$ cat src/rtl/fft_addr_gen_if.sv
// Butterfly output bus of the FFT address generator: one address pair, twiddle
// index, stage and twiddle class per beat, under a valid/ready handshake.
interface fft_addr_gen_if #(
  parameter int LOG_N  = 10,
  parameter int ADDR_W = LOG_N
);
  logic              out_valid;
  logic              out_ready;
  logic [ADDR_W-1:0] addr_a;
  logic [ADDR_W-1:0] addr_b;
  logic [ADDR_W-2:0] tw_addr;
  logic [3:0]        stage;
  logic [2:0]        mode;

  modport master (
    output out_valid, addr_a, addr_b, tw_addr, stage, mode,
    input  out_ready
  );

  modport slave (
    input  out_valid, addr_a, addr_b, tw_addr, stage, mode,
    output out_ready
  );
endinterface

$ cat src/rtl/fft_addr_gen.sv
// Radix-2 in-place FFT sequencer: walks every stage/butterfly and presents one
// registered address pair, twiddle index and twiddle class per transfer.
module fft_addr_gen #(
  parameter int LOG_N  = 10,
  parameter int ADDR_W = LOG_N
) (
  input  logic          clk,
  input  logic          rst_n,
  input  logic          start,
  output logic          busy,
  output logic          done,
  fft_addr_gen_if.master bus
);

  typedef enum logic [1:0] {IDLE, RUN, DONE} state_t;

  localparam logic [3:0]        LAST_S  = 4'(LOG_N - 1);
  localparam logic [ADDR_W-2:0] QUARTER = (ADDR_W-1)'(1) << (LOG_N - 2);

  state_t            state;
  logic [ADDR_W-2:0] k;
  logic [3:0]        s;

  logic              wrap_k;
  logic              is_last;
  logic [ADDR_W-2:0] nxt_k;
  logic [3:0]        nxt_s;
  logic [ADDR_W-1:0] nxt_a;
  logic [ADDR_W-1:0] nxt_b;
  logic [ADDR_W-2:0] nxt_tw;
  logic [2:0]        nxt_mode;

  // Insert a zero at bit ss of the butterfly index to get the top address.
  function automatic logic [ADDR_W-1:0] calc_a(input logic [ADDR_W-2:0] kk,
                                               input logic [3:0] ss);
    logic [ADDR_W-1:0] kw;
    logic [ADDR_W-1:0] mask;
    kw   = {1'b0, kk};
    mask = (ADDR_W'(1) << ss) - ADDR_W'(1);
    return ((kw & ~mask) << 1) | (kw & mask);
  endfunction

  function automatic logic [ADDR_W-2:0] calc_tw(input logic [ADDR_W-2:0] kk,
                                                input logic [3:0] ss);
    logic [ADDR_W-2:0] mask;
    mask = ((ADDR_W-1)'(1) << ss) - (ADDR_W-1)'(1);
    return (kk & mask) << (LAST_S - ss);
  endfunction

  function automatic logic [2:0] calc_mode(input logic [ADDR_W-2:0] tw);
    if (tw == '0)
      return 3'b000;
    else if (tw == QUARTER)
      return 3'b001;
    else
      return 3'b100;
  endfunction

  // Next butterfly is precomputed so every output can be registered.
  always_comb begin
    wrap_k   = (k == '1);
    is_last  = wrap_k && (s == LAST_S);
    nxt_k    = k + (ADDR_W-1)'(1);
    nxt_s    = wrap_k ? s + 4'd1 : s;
    nxt_a    = calc_a(nxt_k, nxt_s);
    nxt_b    = nxt_a | (ADDR_W'(1) << nxt_s);
    nxt_tw   = calc_tw(nxt_k, nxt_s);
    nxt_mode = calc_mode(nxt_tw);
  end

  always_ff @(posedge clk or negedge rst_n) begin
    if (!rst_n) begin
      state         <= IDLE;
      k             <= '0;
      s             <= '0;
      busy          <= 1'b0;
      done          <= 1'b0;
      bus.out_valid <= 1'b0;
      bus.addr_a    <= '0;
      bus.addr_b    <= '0;
      bus.tw_addr   <= '0;
      bus.stage     <= '0;
      bus.mode      <= '0;
    end else begin
      done <= 1'b0;
      case (state)
        IDLE: begin
          if (start) begin
            state         <= RUN;
            k             <= '0;
            s             <= '0;
            busy          <= 1'b1;
            bus.out_valid <= 1'b1;
            bus.addr_a    <= '0;
            bus.addr_b    <= ADDR_W'(1);
            bus.tw_addr   <= '0;
            bus.stage     <= '0;
            bus.mode      <= 3'b000;
          end
        end
        RUN: begin
          if (bus.out_valid && bus.out_ready) begin
            if (is_last) begin
              state         <= DONE;
              k             <= '0;
              s             <= '0;
              busy          <= 1'b0;
              done          <= 1'b1;
              bus.out_valid <= 1'b0;
              bus.addr_a    <= '0;
              bus.addr_b    <= '0;
              bus.tw_addr   <= '0;
              bus.stage     <= '0;
              bus.mode      <= '0;
            end else begin
              k           <= nxt_k;
              s           <= nxt_s;
              bus.addr_a  <= nxt_a;
              bus.addr_b  <= nxt_b;
              bus.tw_addr <= nxt_tw;
              bus.stage   <= nxt_s;
              bus.mode    <= nxt_mode;
            end
          end
        end
        DONE:    state <= IDLE;
        default: state <= IDLE;
      endcase
    end
  end

endmodule

$ cat src/flat_wrapper.sv
// flat-port wrapper written by rule: the top's interface ports become plain ports
module fft_addr_gen_flat 
#(
  parameter int LOG_N  = 10,
  parameter int ADDR_W = LOG_N
)
  (clk, rst_n, start, busy, done, bus_out_valid, bus_addr_a, bus_addr_b, bus_tw_addr, bus_stage, bus_mode, bus_out_ready);
  fft_addr_gen_if #(.LOG_N(LOG_N), .ADDR_W(ADDR_W)) bus_i ();
  input  logic clk;
  input  logic rst_n;
  input  logic start;
  output logic busy;
  output logic done;
  output wire logic [$bits(bus_i.out_valid)-1:0] bus_out_valid;
  output wire logic [$bits(bus_i.addr_a)-1:0] bus_addr_a;
  output wire logic [$bits(bus_i.addr_b)-1:0] bus_addr_b;
  output wire logic [$bits(bus_i.tw_addr)-1:0] bus_tw_addr;
  output wire logic [$bits(bus_i.stage)-1:0] bus_stage;
  output wire logic [$bits(bus_i.mode)-1:0] bus_mode;
  input wire logic [$bits(bus_i.out_ready)-1:0] bus_out_ready;
  assign bus_out_valid = bus_i.out_valid;
  assign bus_addr_a = bus_i.addr_a;
  assign bus_addr_b = bus_i.addr_b;
  assign bus_tw_addr = bus_i.tw_addr;
  assign bus_stage = bus_i.stage;
  assign bus_mode = bus_i.mode;
  assign bus_i.out_ready = bus_out_ready;
  fft_addr_gen #(.LOG_N(LOG_N), .ADDR_W(ADDR_W)) u_core (.clk(clk), .rst_n(rst_n), .start(start), .busy(busy), .done(done), .bus(bus_i));
endmodule
$ cat config.mk
export PLATFORM = sky130hd
export DESIGN_NAME = fft_addr_gen_flat
export DESIGN_NICKNAME = d
export VERILOG_FILES = /design/src/rtl/fft_addr_gen_if.sv /design/src/rtl/fft_addr_gen.sv /design/src/flat_wrapper.sv
export SDC_FILE = /design/constraint.sdc
export NUM_CORES = 1
export LEC_CHECK = 0
export BUFFER_PORTS_ARGS = -buffer_cell sky130_fd_sc_hd__buf_4
export CORE_MARGIN = 3
export CORE_UTILIZATION = 51
export DETAILED_ROUTE_END_ITERATION = 8
export PLACE_DENSITY = 0.85
export SYNTH_ARGS = -nofsm -noshare
export SYNTH_HDL_FRONTEND = slang
export SYNTH_SLANG_ARGS = --single-unit
$ cat constraint.sdc
create_clock -name clk -period 4.3 [get_ports clk]
set_clock_uncertainty 0.2 [all_clocks]
set_input_delay 0.86 -clock clk [delete_from_list [all_inputs] [get_ports clk]]
set_output_delay 0.86 -clock clk [all_outputs]
set_load 0.02 [all_outputs]
# Yosys cells after proc, flatten, opt, wreduce, memory -nomap -nowiden
# Cells that the tools add are included.
# totals
out_inout_bits	39
mem_bits_ro	0
ram_bits	0
elab_cells	75
latch_bits	0
memories	0
reg_bits	49
in_bits	4
# classes
add_sub_neg	5
shift	3
n_div	0
order_cmp	0
bitwise_logic	6
reduce_logical	8
mul	0
mux	37
eq_ne	7
# op_table
operator	n
$mux W10	6
$mux W9	5
$pmux W10 S2	2
$pmux W9 S2	2
$or A10 B10 Y10	2
$and A9 B9 Y9	2
$eq A9 B9 Y1 const B	2
$mux W4	4
$mux W3	5
$and A9 B10 Y10	1
$shl A1 B4 Y10 const A	1
$sub A10 B2 Y10 const B	1
$add A9 B1 Y9 const B	1
$logic_not A9 Y1	1
$not A9 Y9	1
$shl A1 B4 Y9 const A	1
$shl A9 B4 Y9	1
$sub A9 B2 Y9 const B	1
$pmux W4 S2	1
$mux W1	6
$mux W2	3
$pmux W3 S2	1
$reduce_and A3 Y1	2
$add A4 B1 Y4 const B	1
11 further kinds	13

# Depth between registers and ports, before layout
# depth
ltp_word	12
depth_mapped	23
mapped_depth_nobuf	19

# Worst setup path before layout
# No wires, ideal clock.
# synth_path
kind	reg2reg
start	reg u_core.k[1]
end	reg u_core.bus.mode[2]
path_slack_ns	-0.249
setup_ns	0.126
path_buffers	3
required_ns	3.974
path_stages_with_launch	21
t_arrival_ns	4.223
synth_period_minus_slack_ns	4.549
cell_sequence	dfrtp_1 ha_1 nand3_1 nor2_1 and3_1 ha_1 buf_4 nand4_1 xor2_1 clkbuf_1 nand2_1 ha_1 buf_2 xnor2_1 nor3_1 o31ai_1 a21oi_1 a211oi_1 a211oi_1 or4_1 a221o_1
# synth_via
elab_chain_cells	12
word_cells_on_any_way	16
classes_between	3 x add/sub; 2 x eq/ne; 2 x shift; 6 x mux; 1 x bitwise; 2 x reduce/logical
# synth_lines
element	line	text
start: declaration	fft_addr_gen.sv:21	logic [ADDR_W-2:0] k;
start signal: assignment	fft_addr_gen.sv:116	k <= nxt_k;
$eq A9 B9 Y1	fft_addr_gen.sv:61	wrap_k = (k == '1);
$mux W4	fft_addr_gen.sv:64	nxt_s = wrap_k ? s + 4'd1 : s;
$shl A1 B4 Y9	fft_addr_gen.sv:46	mask = ((ADDR_W-1)'(1) << ss) - (ADDR_W-1)'(1);
$sub A9 B2 Y9	fft_addr_gen.sv:46	
$and A9 B9 Y9	fft_addr_gen.sv:47	return (kk & mask) << (LAST_S - ss);
$shl A9 B4 Y9	fft_addr_gen.sv:47	
$eq A9 B9 Y1	fft_addr_gen.sv:53	else if (tw == QUARTER)
$mux W3	fft_addr_gen.sv:53	
$mux W3	fft_addr_gen.sv:51	if (tw == '0)
$mux W3 (*)	fft_addr_gen.sv:103	if (is_last) begin
$mux W3 (*)	fft_addr_gen.sv:102	if (bus.out_valid && bus.out_ready) begin
$pmux W3 S2 (*)	fft_addr_gen.sv:86	case (state)
end signal: assignment	fft_addr_gen.sv:122	bus.mode <= nxt_mode;
end: declaration	fft_addr_gen_if.sv:16	output out_valid, addr_a, addr_b, tw_addr, stage, mode,
# Every way passes the cells marked *; elsewhere a longest branch is shown, timed or not. The select of a mux whose other input is x is not followed.
# A chain may end at the register's enable or synchronous reset.

# Worst setup path in the final report
# layout_path
start	reg u_core.k[0]
end	reg u_core.bus.mode[2]
# Same word-level chain as after synthesis.

==> flow_metrics.env <==
export IMPL_nets=385
export IMPL_insertion_delay_ns=0.29
export IMPL_min_period_ns=4.21
export IMPL_post_synth_top_count_cell="dfrtp_1"
export IMPL_hold_viol_final=0
export IMPL_max_freq_mhz=238
export IMPL_drc=0
export IMPL_synth_area_leader_cell="dfrtp_1"
export IMPL_initial_utilization=0.541
export IMPL_areaGrowthSynthToFinish_pct=22.9
export IMPL_n_antenna_cell=0
export IMPL_synth_seq_cells=48
export IMPL_drive_above_1_share=0.247
export IMPL_yosys_most_used_dff="dfrtp_1"
export IMPL_cts_tree="built"
export IMPL_viasPerCell=6.11
export IMPL_hpwl_um=5650
export IMPL_hold_ws_ns=0.281
export IMPL_path_max_fanout=10
export IMPL_switching_share=0.312
export IMPL_vias=2733
export IMPL_min_path_type="flop to flop"
export IMPL_grt_usage=0.256
export IMPL_setup_worst_path_start_class="flop"
export IMPL_ys_types=51
export IMPL_drt_first_pass_iters=5
export IMPL_switching_power_mw=0.335
export IMPL_min_period_over_period=0.978
export IMPL_grt_max_degree=49
export IMPL_cts_sinks=48
export IMPL_power_frac_comb=0.253
export IMPL_yosysWarnings=0
export IMPL_path_clk_slew_ns=0.08
export IMPL_worst_ep_arrival_time_ns=4.19
export IMPL_grt_overflow=0
export IMPL_synth_edf_count=0
export IMPL_dieArea_mm2=0.00652
export IMPL_reg2reg_slack_ns=0.09
export IMPL_die_w_um=80.8
export IMPL_worst_pin_slew_ns=0.812
export IMPL_grt_pass1_vias=2537
export IMPL_cp_endpoint="u_core.bus.mode[2]"
export IMPL_max_slew_margin_rel=0.457
export IMPL_rr_startpoint="u_core.k[0]"
export IMPL_synth_top_cell_area_share=0.421
export IMPL_grt_pass1_wl_um=12900
export IMPL_finalSetupTns_ns=0
export IMPL_internal_power_mw=0.739
export IMPL_ir_worst_vdd_uv=171
export IMPL_synth_area_leaders="dfrtp_1 42%, nand2_1 5.9%, nor2_1 5.0%, o21ai_0 4.9%, a22o_1 3.7%"
export IMPL_crit_start="u_core.k[0]"
export IMPL_clock_root_buffer="clkbuf_8"
export IMPL_row_count=26
export IMPL_leakage_nw=1.67
export IMPL_synth_commonest_cells="48 x dfrtp_1, 45 x nand2_1, 38 x nor2_1"
export IMPL_rr_worst_depth=15
export IMPL_die_height_um=80.8
export IMPL_core_area_mm2=0.00527
export IMPL_ios=43
export IMPL_htree_levels=2
export IMPL_p_per_area_mw_per_mm2=307
export IMPL_fin_total_pwr_mw=1.07
export IMPL_critPathCaptureType="flop"
export IMPL_drv_cap=0
export IMPL_synth_area_mm2=0.00285
export IMPL_pwr_share_seq=0.492
export IMPL_cts_buffers=5
export IMPL_synth_nets=333
export IMPL_ys_async_sr_fraction=1.00
export IMPL_synth_avg_cell_area_um2=8.80
export IMPL_finalWirelength_um=7890
export IMPL_netlist_instances=324
export IMPL_drt_iter0_markers=294
export IMPL_place_inst=437
export IMPL_slew_violations=0
export IMPL_run_status="complete, no violations"
export IMPL_ctsHoldBuffers=0
export IMPL_num_fill_cells=441
export IMPL_io_buffers=41
export IMPL_stdcell_count=447
export IMPL_clockBufferDepth=2
export IMPL_r2r_end="u_core.bus.mode[2]"
export IMPL_pwr_share_clk=0.255
export IMPL_yosysSeqAreaShare=0.421
export IMPL_gp_congestion=1.05
export IMPL_setup_viol=0
export IMPL_crit_type="flop to flop"
export IMPL_ant_nets=0
export IMPL_grt_antenna_before_repair=0
export IMPL_wl_per_cell_um=17.7
export IMPL_cp_required_ns=4.29
[layout by cell type (no fill, tap or decap), types with 3 or more instances in the layout]
| master | Yosys | final |
|---|---|---|
| buf_4 | 5 | 68 |
| dfrtp_1 | 48 | 48 |
| nand2_1 | 45 | 43 |
| nor2_1 | 38 | 35 |
| o21ai_0 | 28 | 27 |
| a21oi_1 | 13 | 13 |
| a22o_1 | 12 | 12 |
| a21o_1 | 11 | 11 |
| nand3_1 | 9 | 9 |
| xnor2_1 | 9 | 7 |
| a22oi_1 | 7 | 7 |
| xor2_1 | 8 | 6 |
| nor3_1 | 6 | 6 |
| clkbuf_8 | 0 | 6 |
| a31oi_1 | 5 | 5 |
| o31ai_1 | 5 | 5 |
| a221o_1 | 5 | 5 |
| inv_1 | 4 | 4 |
| nand4_1 | 3 | 3 |
| nand2_2 | 1 | 3 |
| o22ai_1 | 3 | 3 |
| a32o_1 | 3 | 3 |
| a211oi_1 | 3 | 3 |
[registers in the layout, indices dropped and copies added, names as in the netlist]
| name | flops |
|---|---|
| u_core.bus.addr_a | 10 |
| u_core.bus.tw_addr | 9 |
| u_core.busy | 1 |
| u_core.state | 2 |
| u_core.done | 1 |
| u_core.k | 9 |
| u_core.bus.mode | 2 |
| u_core.bus.stage | 4 |
| u_core.bus.addr_b | 10 |
[stage by stage]
stage	setup WS (ns)	util	instance area (um2)
2_1_floorplan	0.0104	-	2890
3_3_place_gp	0.0916	0.633	3340
3_5_place_dp	-0.0198	0.633	3340
4_1_cts	0.00285	0.651	3430
5_1_grt	-0.0186	0.665	3500
6_report	0.0949	0.665	3500
[timing repair]
| action | CTS | global route |
|---|---|---|
| setup endpoints to repair | 1 | 2 |
| buffers inserted | 0 | 2 |
| gates resized for setup | 1 | 12 |
| cloned | 0 | 0 |
| pin swaps | 0 | 6 |
[cells by family after synthesis]
family,after synthesis,share of synthesized area
AOI/OAI and AO/OA,110,0.272
xor gates and xnor gates,17,0.0522
adders and majority gates,5,0.0219
buffers and inverters,27,0.0487
DFF,48,0.421
muxes,1,0.00351
other,1,0.00132
and+or+nand+nor,115,0.179
[metal layers]
layer / up-vias / GRT usage / wire length, um
met5: - / 0 / 0
met2: 141 / 0.419 / 3700
met1: 1297 / 0.339 / 3370
met4: 0 / 0.0760 / 170
li1: 1278 / - / -
met3: 17 / 0.0588 / 653
[cell type report]
| class | instances | area (um2) | area share |
|---|---|---|---|
| multi-input combinational | 249 | 1600 | 0.456 |
| inverter | 4 | 15.0 | 0.00429 |
| clock buffer | 8 | 90.1 | 0.0257 |
| timing repair buffer | 68 | 510 | 0.146 |
| sequential | 48 | 1200 | 0.343 |
| tap | 70 | 87.6 | 0.0250 |
[how the worst min path moves through the flow]
stage,slack (ns),cells past startpoint,end,start
5_1_grt,0.30,1,u_core.bus.addr_a[8],u_core.bus.addr_a[8]
3_5_place_dp,0.27,1,u_core.bus.addr_a[8],u_core.bus.addr_a[8]
6_report,0.28,1,u_core.bus.tw_addr[6],u_core.bus.tw_addr[6]
3_3_place_gp,0.24,1,u_core.state[0],u_core.state[1]
2_1_floorplan,0.23,1,u_core.state[0],u_core.state[1]
4_1_cts,0.28,1,u_core.state[0],u_core.state[1]
[power groups by stage]
stage / clock (mW) / sequential (mW) / combinational (mW)
6_report: 0.274 / 0.529 / 0.271
5_1_grt: 0.301 / 0.534 / 0.295
3_5_place_dp: 0 / 0.535 / 0.253
2_1_floorplan: 0 / 0.568 / 0.111
4_1_cts: 0.281 / 0.526 / 0.253
3_3_place_gp: 0 / 0.532 / 0.249
[critical path, cell delays in order, from the launching register on]
cell     delay [ns]
dfrtp_1        0.41
ha_4           0.17
nand3_1        0.11
nor2_2         0.16
and3_4         0.20
ha_4           0.16
buf_4          0.15
buf_4          0.16
nand3_1        0.15
o31ai_4        0.39
nand2_2        0.16
xnor2_1        0.20
a311o_1        0.36
a22o_1         0.25
or4_4          0.54
a221o_1        0.30
(Power assumes the default switching activity.)
